### src/rtl/cam_store_pkg.sv
// Shared types and constants for the camera-to-SDRAM plane store.
// RGB565 field positions and per-mode channel counts live here.
package cam_store_pkg;

    typedef enum logic [3:0] {
        ST_IDLE,
        ST_START,
        ST_SUSPEND,
        ST_RD0,
        ST_RD1,
        ST_WRITE,
        ST_WAIT,
        ST_NEXT,
        ST_FINISH
    } state_t;

    localparam logic MODE_RGB  = 1'b0;
    localparam logic MODE_GRAY = 1'b1;

    localparam int R_HI = 15;
    localparam int R_LO = 11;
    localparam int G_HI = 10;
    localparam int G_LO = 5;
    localparam int B_HI = 4;
    localparam int B_LO = 0;

    localparam logic [1:0] NCH_RGB  = 2'd3;
    localparam logic [1:0] NCH_GRAY = 2'd1;

    function automatic logic [1:0] num_channels(input logic mode);
        return (mode == MODE_GRAY) ? NCH_GRAY : NCH_RGB;
    endfunction

endpackage

### src/rtl/cam_pixel_map.sv
// Combinational RGB565 -> per-plane channel value, zero-extended to DATA_W.
// Planar mode emits one 6-bit field per channel; grayscale emits the averaged Y.
module cam_pixel_map
    import cam_store_pkg::*;
#(
    parameter int PIX_W  = 16,
    parameter int DATA_W = 16
) (
    input  logic [PIX_W-1:0]  pixel,
    input  logic [1:0]        ch,
    input  logic              mode,
    output logic [DATA_W-1:0] data
);

    logic [4:0] r;
    logic [5:0] g;
    logic [4:0] b;
    logic [7:0] sum;
    logic [5:0] gray;
    logic [5:0] val;

    assign r = pixel[R_HI:R_LO];
    assign g = pixel[G_HI:G_LO];
    assign b = pixel[B_HI:B_LO];

    // All three terms are left-aligned to 6/7 bits; the total never exceeds 250.
    assign sum  = {2'b00, r, 1'b0} + {1'b0, g, 1'b0} + {2'b00, b, 1'b0};
    assign gray = 6'(sum >> 2);

    always_comb begin
        val = '0;
        if (mode == MODE_GRAY) begin
            val = gray;
        end else begin
            case (ch)
                2'd0:    val = {r, 1'b0};
                2'd1:    val = g;
                2'd2:    val = {b, 1'b0};
                default: val = '0;
            endcase
        end
        data = DATA_W'(val);
    end

endmodule

### src/rtl/cam_plane_store.sv
// Drains RGB565 pixels from the camera FIFO into SDRAM as separate feature planes.
// One pixel at a time: read, then one write/ack handshake per plane.
module cam_plane_store
    import cam_store_pkg::*;
#(
    parameter int PIX_W        = 16,
    parameter int DATA_W       = 16,
    parameter int ADDR_W       = 19,
    parameter int CNT_W        = 10,
    parameter int PLANE_STRIDE = 4096,
    parameter int READ_THRESH  = 16,
    parameter int MAX_PIXELS   = 4096,
    parameter int ACK_TIMEOUT  = 255
) (
    input  logic              i_clk,
    input  logic              i_reset,
    input  logic              i_start,
    input  logic              i_mode,
    input  logic [ADDR_W-1:0] i_baseAddr,
    input  logic              i_abort,
    input  logic              i_process,
    input  logic              i_complete,
    input  logic [CNT_W-1:0]  i_remainOnFifo,
    input  logic [PIX_W-1:0]  i_dataFifo,
    input  logic              i_sdramReady,
    output logic              o_get,
    output logic              o_enReadFifo,
    output logic              o_rdClkFifo,
    output logic [DATA_W-1:0] o_dataSdram,
    output logic [ADDR_W-1:0] o_addressToSdram,
    output logic              o_wrSdram,
    output logic              o_busy,
    output logic              o_finish,
    output logic              o_error,
    output logic [ADDR_W-1:0] o_pixelCount
);

    localparam int CW = ADDR_W + 1;
    localparam int TW = (ACK_TIMEOUT < 2) ? 1 : $clog2(ACK_TIMEOUT + 1);

    state_t            state, state_d;
    logic              mode_q;
    logic [ADDR_W-1:0] base_q;
    logic [ADDR_W-1:0] count_q;
    logic [PIX_W-1:0]  pix_q;
    logic [1:0]        ch_q;
    logic [TW-1:0]     wait_cnt;
    logic              abort_q;
    logic              err_q;
    logic              set_err;

    logic [CW-1:0]     cnt_inc;
    logic              last_ch;
    logic              fifo_empty;
    logic              timeout;

    assign cnt_inc    = {1'b0, count_q} + CW'(1);
    assign last_ch    = (ch_q == num_channels(mode_q) - 2'd1);
    assign fifo_empty = (i_remainOnFifo == '0);
    assign timeout    = (wait_cnt == TW'(ACK_TIMEOUT - 1));

    always_comb begin
        state_d      = state;
        o_get        = 1'b0;
        o_enReadFifo = 1'b0;
        o_rdClkFifo  = 1'b0;
        o_wrSdram    = 1'b0;
        o_finish     = 1'b0;
        set_err      = 1'b0;
        case (state)
            ST_IDLE: if (i_start) state_d = ST_START;
            ST_START: begin
                o_get = 1'b1;
                if (abort_q) begin
                    set_err = 1'b1;
                    state_d = ST_FINISH;
                end else if (i_process) begin
                    state_d = ST_SUSPEND;
                end
            end
            ST_SUSPEND: begin
                o_enReadFifo = 1'b1;
                if (abort_q) begin
                    set_err = 1'b1;
                    state_d = ST_FINISH;
                end else if (i_remainOnFifo > CNT_W'(READ_THRESH) || (i_complete && !fifo_empty)) begin
                    state_d = ST_RD0;
                end else if (i_complete) begin
                    state_d = ST_FINISH;
                end
            end
            ST_RD0: begin
                o_enReadFifo = 1'b1;
                o_rdClkFifo  = 1'b1;
                state_d      = ST_RD1;
            end
            ST_RD1: begin
                o_enReadFifo = 1'b1;
                state_d      = ST_WRITE;
            end
            ST_WRITE: begin
                o_wrSdram = 1'b1;
                state_d   = ST_WAIT;
            end
            // Abort is deliberately not looked at here: the handshake must finish.
            ST_WAIT: begin
                if (i_sdramReady) begin
                    state_d = last_ch ? ST_NEXT : ST_WRITE;
                end else if (timeout) begin
                    set_err = 1'b1;
                    state_d = ST_FINISH;
                end
            end
            ST_NEXT: begin
                if (abort_q) begin
                    set_err = 1'b1;
                    state_d = ST_FINISH;
                end else if (cnt_inc == CW'(MAX_PIXELS) || (i_complete && fifo_empty)) begin
                    state_d = ST_FINISH;
                end else begin
                    state_d = ST_SUSPEND;
                end
            end
            ST_FINISH: begin
                o_finish = 1'b1;
                state_d  = ST_IDLE;
            end
            default: state_d = ST_IDLE;
        endcase
    end

    always_ff @(posedge i_clk or negedge i_reset) begin
        if (!i_reset) begin
            state    <= ST_IDLE;
            mode_q   <= MODE_RGB;
            base_q   <= '0;
            count_q  <= '0;
            pix_q    <= '0;
            ch_q     <= '0;
            wait_cnt <= '0;
            abort_q  <= 1'b0;
            err_q    <= 1'b0;
        end else begin
            state <= state_d;
            case (state)
                ST_IDLE: if (i_start) begin
                    mode_q  <= i_mode;
                    base_q  <= i_baseAddr;
                    count_q <= '0;
                    err_q   <= 1'b0;
                    abort_q <= 1'b0;
                end
                ST_RD1: begin
                    pix_q <= i_dataFifo;
                    ch_q  <= '0;
                end
                ST_WRITE: wait_cnt <= '0;
                ST_WAIT: begin
                    if (i_sdramReady) begin
                        if (!last_ch) ch_q <= ch_q + 2'd1;
                    end else begin
                        wait_cnt <= wait_cnt + TW'(1);
                    end
                end
                ST_NEXT: count_q <= cnt_inc[ADDR_W-1:0];
                default: ;
            endcase
            if (set_err) err_q <= 1'b1;
            if (state != ST_IDLE && i_abort) abort_q <= 1'b1;
        end
    end

    cam_pixel_map #(
        .PIX_W (PIX_W),
        .DATA_W(DATA_W)
    ) u_map (
        .pixel(pix_q),
        .ch   (ch_q),
        .mode (mode_q),
        .data (o_dataSdram)
    );

    // Address and data are pure functions of held registers, so they stay stable through WAIT.
    assign o_addressToSdram = base_q + (ADDR_W'(ch_q) * ADDR_W'(PLANE_STRIDE)) + count_q;
    assign o_busy           = (state != ST_IDLE);
    assign o_error          = err_q;
    assign o_pixelCount     = count_q;

endmodule

### config.mk
export PLATFORM = sky130hd
export DESIGN_NAME = cam_plane_store
export DESIGN_NICKNAME = d
export VERILOG_FILES = /design/src/rtl/cam_store_pkg.sv /design/src/rtl/cam_pixel_map.sv /design/src/rtl/cam_plane_store.sv
export SDC_FILE = /design/constraint.sdc
export NUM_CORES = 1
export LEC_CHECK = 0
export CORE_AREA = 8 8 149 137
export DETAILED_ROUTE_END_ITERATION = 8
export DIE_AREA = 0 0 157 145
export SETUP_SLACK_MARGIN = 0.05
export SKIP_LAST_GASP = 1
export SYNTH_ARGS = -nofsm -noshare
export SYNTH_HDL_FRONTEND = slang
export SYNTH_SLANG_ARGS = --single-unit
### constraint.sdc
create_clock -name i_clk -period 3.1 [get_ports i_clk]
set_input_delay 0.62 -clock i_clk [delete_from_list [all_inputs] [get_ports i_clk]]
set_output_delay 0.62 -clock i_clk [all_outputs]
set_load 0.02 [all_outputs]
==> impl_metrics.yaml, run 1 <==
global_routing:
  antenna_found_initial: 0
  grt_pass1_vias: 5086
  grt_pass1_wl_um: 25280
  grt-ovfl-total: 0
  grt_max_degree: 45
  grt_usage_pct: 13.63
route:
  wl_um: 16110
  detail-route-antenna-nets: 0
  vias_per_cell: 5.015
  drt_pass1_iterations: 5
  vias: 4880
  drc: 0
  drt_iter0_drc: 278
  wl_per_cell_um: 16.56
critical_path:
  cp-end-kind: "output port"
  cp-start-kind: "flop"
  r2r-start: "o_pixelCount[1]$_DFFE_PN0P_"
  worstSetupPathType: "reg -> out"
  reg2reg_depth: 10
  cp_data_arrival_time_ps: 2840
  cp.required_ps: 2480
  r2r-end: "state[1]$_DFFE_PN0P_"
  crit_path_max_fanout: 3
  r2r_slack_ps: 580
yosys:
  avgSynthCellArea_sq_um: 9.721
  yosysTopAreaCell: "dfrtp_1"
  synth_flop_cell: "dfrtp_1"
  ys_seq_area_share_pct: 33.72
  syn-cell-area_sq_um: 5269
  synth_area_leaders: "dfrtp_1 (34%), ha_1 (11%), mux2_2 (5.1%)"
  synthCells: 542
  synth_enable_flop_cells: 0
  yosysWarnings: 0
  synth_top_cell_area_share_pct: 33.72
  synth_seq_cells: 71
  synthTopCellsByCount: "dfrtp_1 (71), ha_1 (46), nor2_1 (38)"
  async_flop_share_pct: 100.0
  yosysMostFrequentCell: "dfrtp_1"
  yosysUniqueCellTypes: 71
cells_and_area:
  antennaDiodeCount: 0
  regArea_sq_um: 1785
  final_layout_size_suffix_gt1_share_pct: 31.87
  areaGrowthSynthToFinish_pct: 51.58
  fill_cells: 1706
  finalNonFillerCells: 973
  final_nets: 830
  multi_input_area_sq_um: 3852
timing:
  setup_viol: 11
  finClkSkew_ps: 4.041
  rsz0062_at_grt: "true"
  period_share_pct: 111.6
  slew_violations: 0
  hold_viol_final: 0
  worst_slack_ps: -358.1
  hold_ws_ps: 273.5
  tns_ps: -1794
  worstMarginPinSlew_ps: 602.6
  max_freq_ghz: 0.2892
  max_slew_margin_pct: 59.83
  period_minus_slack_ps: 3458
clocking:
  cts.path.max_buffers: 2
  cts_buffers: 9
  cts_htree_levels: 3
  cts_sinks: 71
  cts_tree: "built"
  clk_latency_ps: 340
  path_clk_slew_ps: 60
  cts-root-buf: "clkbuf_16"
floorplan:
  initial_core_util_pct: 29.38
  std_cell_rows: 47
  core_sq_um: 17940
  die_area_sq_um: 22770
  die_x_um: 157
  io_pins: 114
  die_y_um: 145
placed_design:
  io_buffers: 103
  dp.cells: 943
  pre_cts_ws_ps: -543.9
  globalplace.congestion: 0.8670
  hpwl_um: 11900
pwr:
  switching_share_pct: 41.33
  p_total_w: 0.007249
  clockPowerShare_pct: 15.6
  pwr-share-comb_pct: 62.1
  irDropWorstVdd_mv: 0.4542
  powerDensity_nw_per_um2: 907.7
  p_leak_nw: 3.392
  p_seq_share_pct: 22.3
  p_switching_w: 0.002996
  p_int_w: 0.004253
outcome:
  failed_checks: "negative setup slack"
  status: "finished, violations left"
job:
  drv_cap: 0
min_path:
  hold_class: "in -> async"
## area by class of cell
type                    instances  area share [%]
clock buffers                   9           2.820
clock inverters                 7           1.222
inverters                      17          0.7990
multi-input cells             434           48.24
flip-flops and latches         71           22.36
well taps                     245           3.838
repair buffers                190           20.73
## layer usage
metal | vias to the layer above | GRT usage, % | part of all wire [%]
li1 | 2362 | - | -
met1 | 2378 | 16.62 | 43
met2 | 121 | 22.74 | 49
met3 | 19 | 3.444 | 6.0
met4 | 0 | 4.851 | 1.8
met5 | - | 0 | 0
## flip-flops by register name, indices dropped and copies added, names as in the netlist
| signal | count |
|---|---|
| base_q | 19 |
| o_pixelCount | 19 |
| pix_q | 16 |
| wait_cnt | 8 |
| state | 4 |
| ch_q | 2 |
| abort_q | 1 |
| mode_q | 1 |
| o_error | 1 |
## critical path: stages (launching register included)
cell and delay [ps]:
dfrtp_2 420, ha_4 250, ha_4 160, fa_2 380, a21oi_4 200, o22ai_4 110
o21ai_4 240, nor4_4 90, o41a_1 350, xor2_2 160, buf_6 130
## layout by cell type (no fill, tap or decap), drive strengths merged, types with 4 or more instances in the layout
cell type,n
a211oi,4
a21o,8
a21oi,27
a222oi,5
and3,5
buf,105
clkbuf,11
clkdlybuf4s50,81
conb,10
dfrtp,71
fa,8
ha,46
inv,17
mux2,39
nand2,28
nand2b,4
nand3,20
nand4,16
nor2,40
nor2b,5
nor3,18
nor4,10
o211ai,4
o21ai,41
o21bai,6
o31ai,12
or3,6
xnor2,19
xor2,9
## power groups by stage
stage               logic [W]  registers, W  clock network, W
finish                0.00450       0.00161           0.00113
CTS                   0.00424       0.00159           0.00116
global route          0.00492       0.00167           0.00120
global placement      0.00401       0.00158                 0
detailed placement    0.00408       0.00160                 0
floorplan             0.00254       0.00148                 0
## logic make-up after synthesis
family,synth area share (%)
flops,33.72
xor+xnor,4.655
mux,8.715
buf+inv,4.346
other cells,0.07117
fa+ha+maj,14.18
compound gates,15.82
simple gates,18.50
## worst max-delay path by stage
stage	start	endpoint	slack, ps	cells past startpoint
after floorplan	o_pixelCount[1]$_DFFE_PN0P_	o_addressToSdram[17]	50	9
after global placement	o_pixelCount[1]$_DFFE_PN0P_	o_addressToSdram[17]	-500	10
after detailed placement	o_pixelCount[1]$_DFFE_PN0P_	o_addressToSdram[17]	-540	10
after CTS	base_q[1]$_DFFE_PN0P_	o_addressToSdram[17]	-460	10
after global routing	base_q[13]$_DFFE_PN0P_	o_addressToSdram[18]	-420	10
final	o_pixelCount[1]$_DFFE_PN0P_	o_addressToSdram[17]	-360	10
## metrics by stage
step | util [%] | instance area [sq um]
2_1_floorplan | - | 5341
3_3_place_gp | 39.36 | 7059
3_5_place_dp | 39.36 | 7059
4_1_cts | 42.38 | 7601
5_1_grt | 44.53 | 7986
6_report | 44.53 | 7986
## what timing repair did
item                                    in CTS  in global routing
hold buffers                                 0                  0
endpoints found under the setup margin      21                 20
resized for setup                          145                 53
pin swaps                                   36                 43
buffers inserted                             6                 12
endpoints found under the hold margin        0                  0
Note: power is estimated with default switching activity, not from simulation.
==> run 2: changes to the inputs <==
- CORE_AREA: 8 8 149 137 -> 2 2 143 131
- DIE_AREA: 0 0 157 145 -> 0 0 145 133
==> impl_metrics.yaml, run 2 (synthesis gave the netlist of run 1 again) <==
global_routing:
  busiest_layer: "met2"
  grt_usage_pct: 15.80
  grt_pass1_wl_um: 24830
  antenna_found_initial: 0
  grt_use_met1_pct: 20.53
  gr-usage-met2_pct: 26.61
  grt-ovfl-total: 0
  gr-usage-met3_pct: 2.759
  grt_pass1_vias: 4938
  grt_max_degree: 72
floorplan:
  die_area_sq_um: 19290
  initial_core_util_pct: 29.38
  io_pins: 114
  die_y_um: 133
  std_cell_rows: 47
  die_x_um: 145
  core_sq_um: 17940
timing:
  max_slew_margin_pct: 35.82
  slew_violations: 0
  worst_slack_ps: -387.8
  tns_ps: -1873
  finClkSkew_ps: 6.880
  hold_viol_final: 0
  setup_viol: 13
  period_share_pct: 112.5
  max_freq_ghz: 0.2867
  period_minus_slack_ps: 3488
  worstMarginPinSlew_ps: 962.7
  rsz0062_at_grt: "true"
clocking:
  cts_tree: "built"
  cts-root-buf: "clkbuf_16"
  clk_latency_ps: 340
  cts_htree_levels: 3
  cts_buffers: 9
  hold_buffers: 0
  path_clk_slew_ps: 60
  cts_sinks: 71
  cts.path.max_buffers: 2
critical_path:
  reg2reg_depth: 8
  r2r-end: "state[1]$_DFFE_PN0P_"
  r2r_slack_ps: 740
  slowest_stage: "o41a_1"
  path_cells: "ha_4, ha_4, fa_2, a21oi_4, o22ai_4, o21ai_4, nor4_4, o41a_1, xor2_2, buf_6"
  max_stage_delay_ps: 410
  cp_top_family: "compound AO/OA/AOI/OAI gates"
  r2r-start: "o_pixelCount[1]$_DFFE_PN0P_"
  crit_top_cell: "ha_4"
  crit_path_max_fanout: 2
  cp.required_ps: 2480
  cp_data_arrival_time_ps: 2870
  cp-end-kind: "output port"
  cp-start-kind: "flop"
  startpoint: "base_q[1]$_DFFE_PN0P_"
  worstSetupPathType: "reg -> out"
  cp_num_buf_inv: 1
pwr:
  p_switching_w: 0.002904
  p_total_w: 0.006953
  clockPowerShare_pct: 14.2
  p_seq_share_pct: 23.0
  irDropWorstVdd_mv: 0.4021
  p_leak_nw: 3.331
  p_int_w: 0.004050
  powerDensity_nw_per_um2: 901.1
  switching_share_pct: 41.76
  pwr-share-comb_pct: 62.8
cells_and_area:
  fill_cells: 1719
  final_util_pct: 43.02
  final_nets: 823
  final_layout_size_suffix_gt1_share_pct: 29.40
  final_cell_mix: "buf_4 (90), clkdlybuf4s50_1 (81), dfrtp_1 (65)"
  final_common_cell: "buf_4"
  areaGrowthSynthToFinish_pct: 46.45
  antennaDiodeCount: 0
outcome:
  failed_checks: "negative setup slack"
  status: "finished, violations left"
route:
  vias_per_cell: 4.997
  drt_iter0_drc: 239
  drc: 0
  drt_pass1_iterations: 5
  wl_per_cell_um: 15.67
  vias: 4827
  wl_um: 15140
  detail-route-antenna-nets: 0
placed_design:
  globalplace.congestion: 0.8223
  hpwl_um: 10980
  io_buffers: 103
job:
  drv_cap: 0
min_path:
  hold_class: "in -> async"
[run 2: cell count changes in the layout (fill, tap and decap cells not counted), sizes merged]
cell      change
clkinvlp      -2
clkbuf        +1
buf           -5
clkinv        +1
bufinv        -2
[run 2: how the worst max path moves through the flow]
stage / end / slack (ps) / cells past startpoint
floorplan: o_addressToSdram[17] / 50 / 9
global placement: o_addressToSdram[17] / -490 / 10
detailed placement: o_addressToSdram[17] / -530 / 10
CTS: o_addressToSdram[17] / -380 / 10
global route: o_addressToSdram[17] / -460 / 10
finish: o_addressToSdram[17] / -390 / 10
[run 2: what timing repair did]
action / 4_1_cts / 5_1_grt
setup buffers: 6 / 5
endpoints found under the setup margin: 21 / 20
pin swaps: 35 / 32
gates resized for setup: 150 / 32
[run 2: stage by stage]
| stage | worst slack (ps) | instances | hold WS (ps) | area [sq um] |
|---|---|---|---|---|
| floorplan | 53.01 | 551 | 324.4 | 5341 |
| global placement | -489.4 | 942 | 484.3 | 7052 |
| detailed placement | -529.3 | 942 | 492.6 | 7052 |
| CTS | -383.5 | 964 | 475.3 | 7575 |
| global route | -464.2 | 966 | 512.1 | 7716 |
| finish | -387.8 | 966 | 432.8 | 7716 |
[run 2: layout make-up]
type	instances	area (sq um)	area share [%]
clock inverter	4	20.02	0.2594
sequential	71	1784	23.12
tap	245	306.5	3.973
inverter	17	63.81	0.8270
multi-input combinational	434	3687	47.79
clock buffer	12	256.5	3.324
timing repair buffer	183	1598	20.71
[run 2: power groups by stage]
stage	Combinational, W	Sequential [W]	Clock, W
floorplan	0.00254	0.00148	0
global placement	0.00399	0.00158	0
detailed placement	0.00407	0.00160	0
CTS	0.00418	0.00159	0.00102
global route	0.00475	0.00166	0.00106
finish	0.00437	0.00160	0.000989
[run 2: per-layer routing]
layer  routed length [um]  vias up
li1                     -     2349
met1                 6761     2345
met2                 7490      117
met3                  636       16
met4                  250        0
met5                    0        -
[run 2: worst register-to-register path, cell delays in order (launching register included)]
cell      delay, ps
dfrtp_2         420
buf_4           170
ha_1            240
and4_1          300
nor4b_1         310
mux2i_1         140
a211oi_2        310
nand4_1         160
a21o_1          200
==> run 3: changes to the inputs <==
- CTS_CLUSTER_DIAMETER: default -> 60
==> results of run 3 <==
No change in the layout: final DEF, timing and power equal those of run 2.
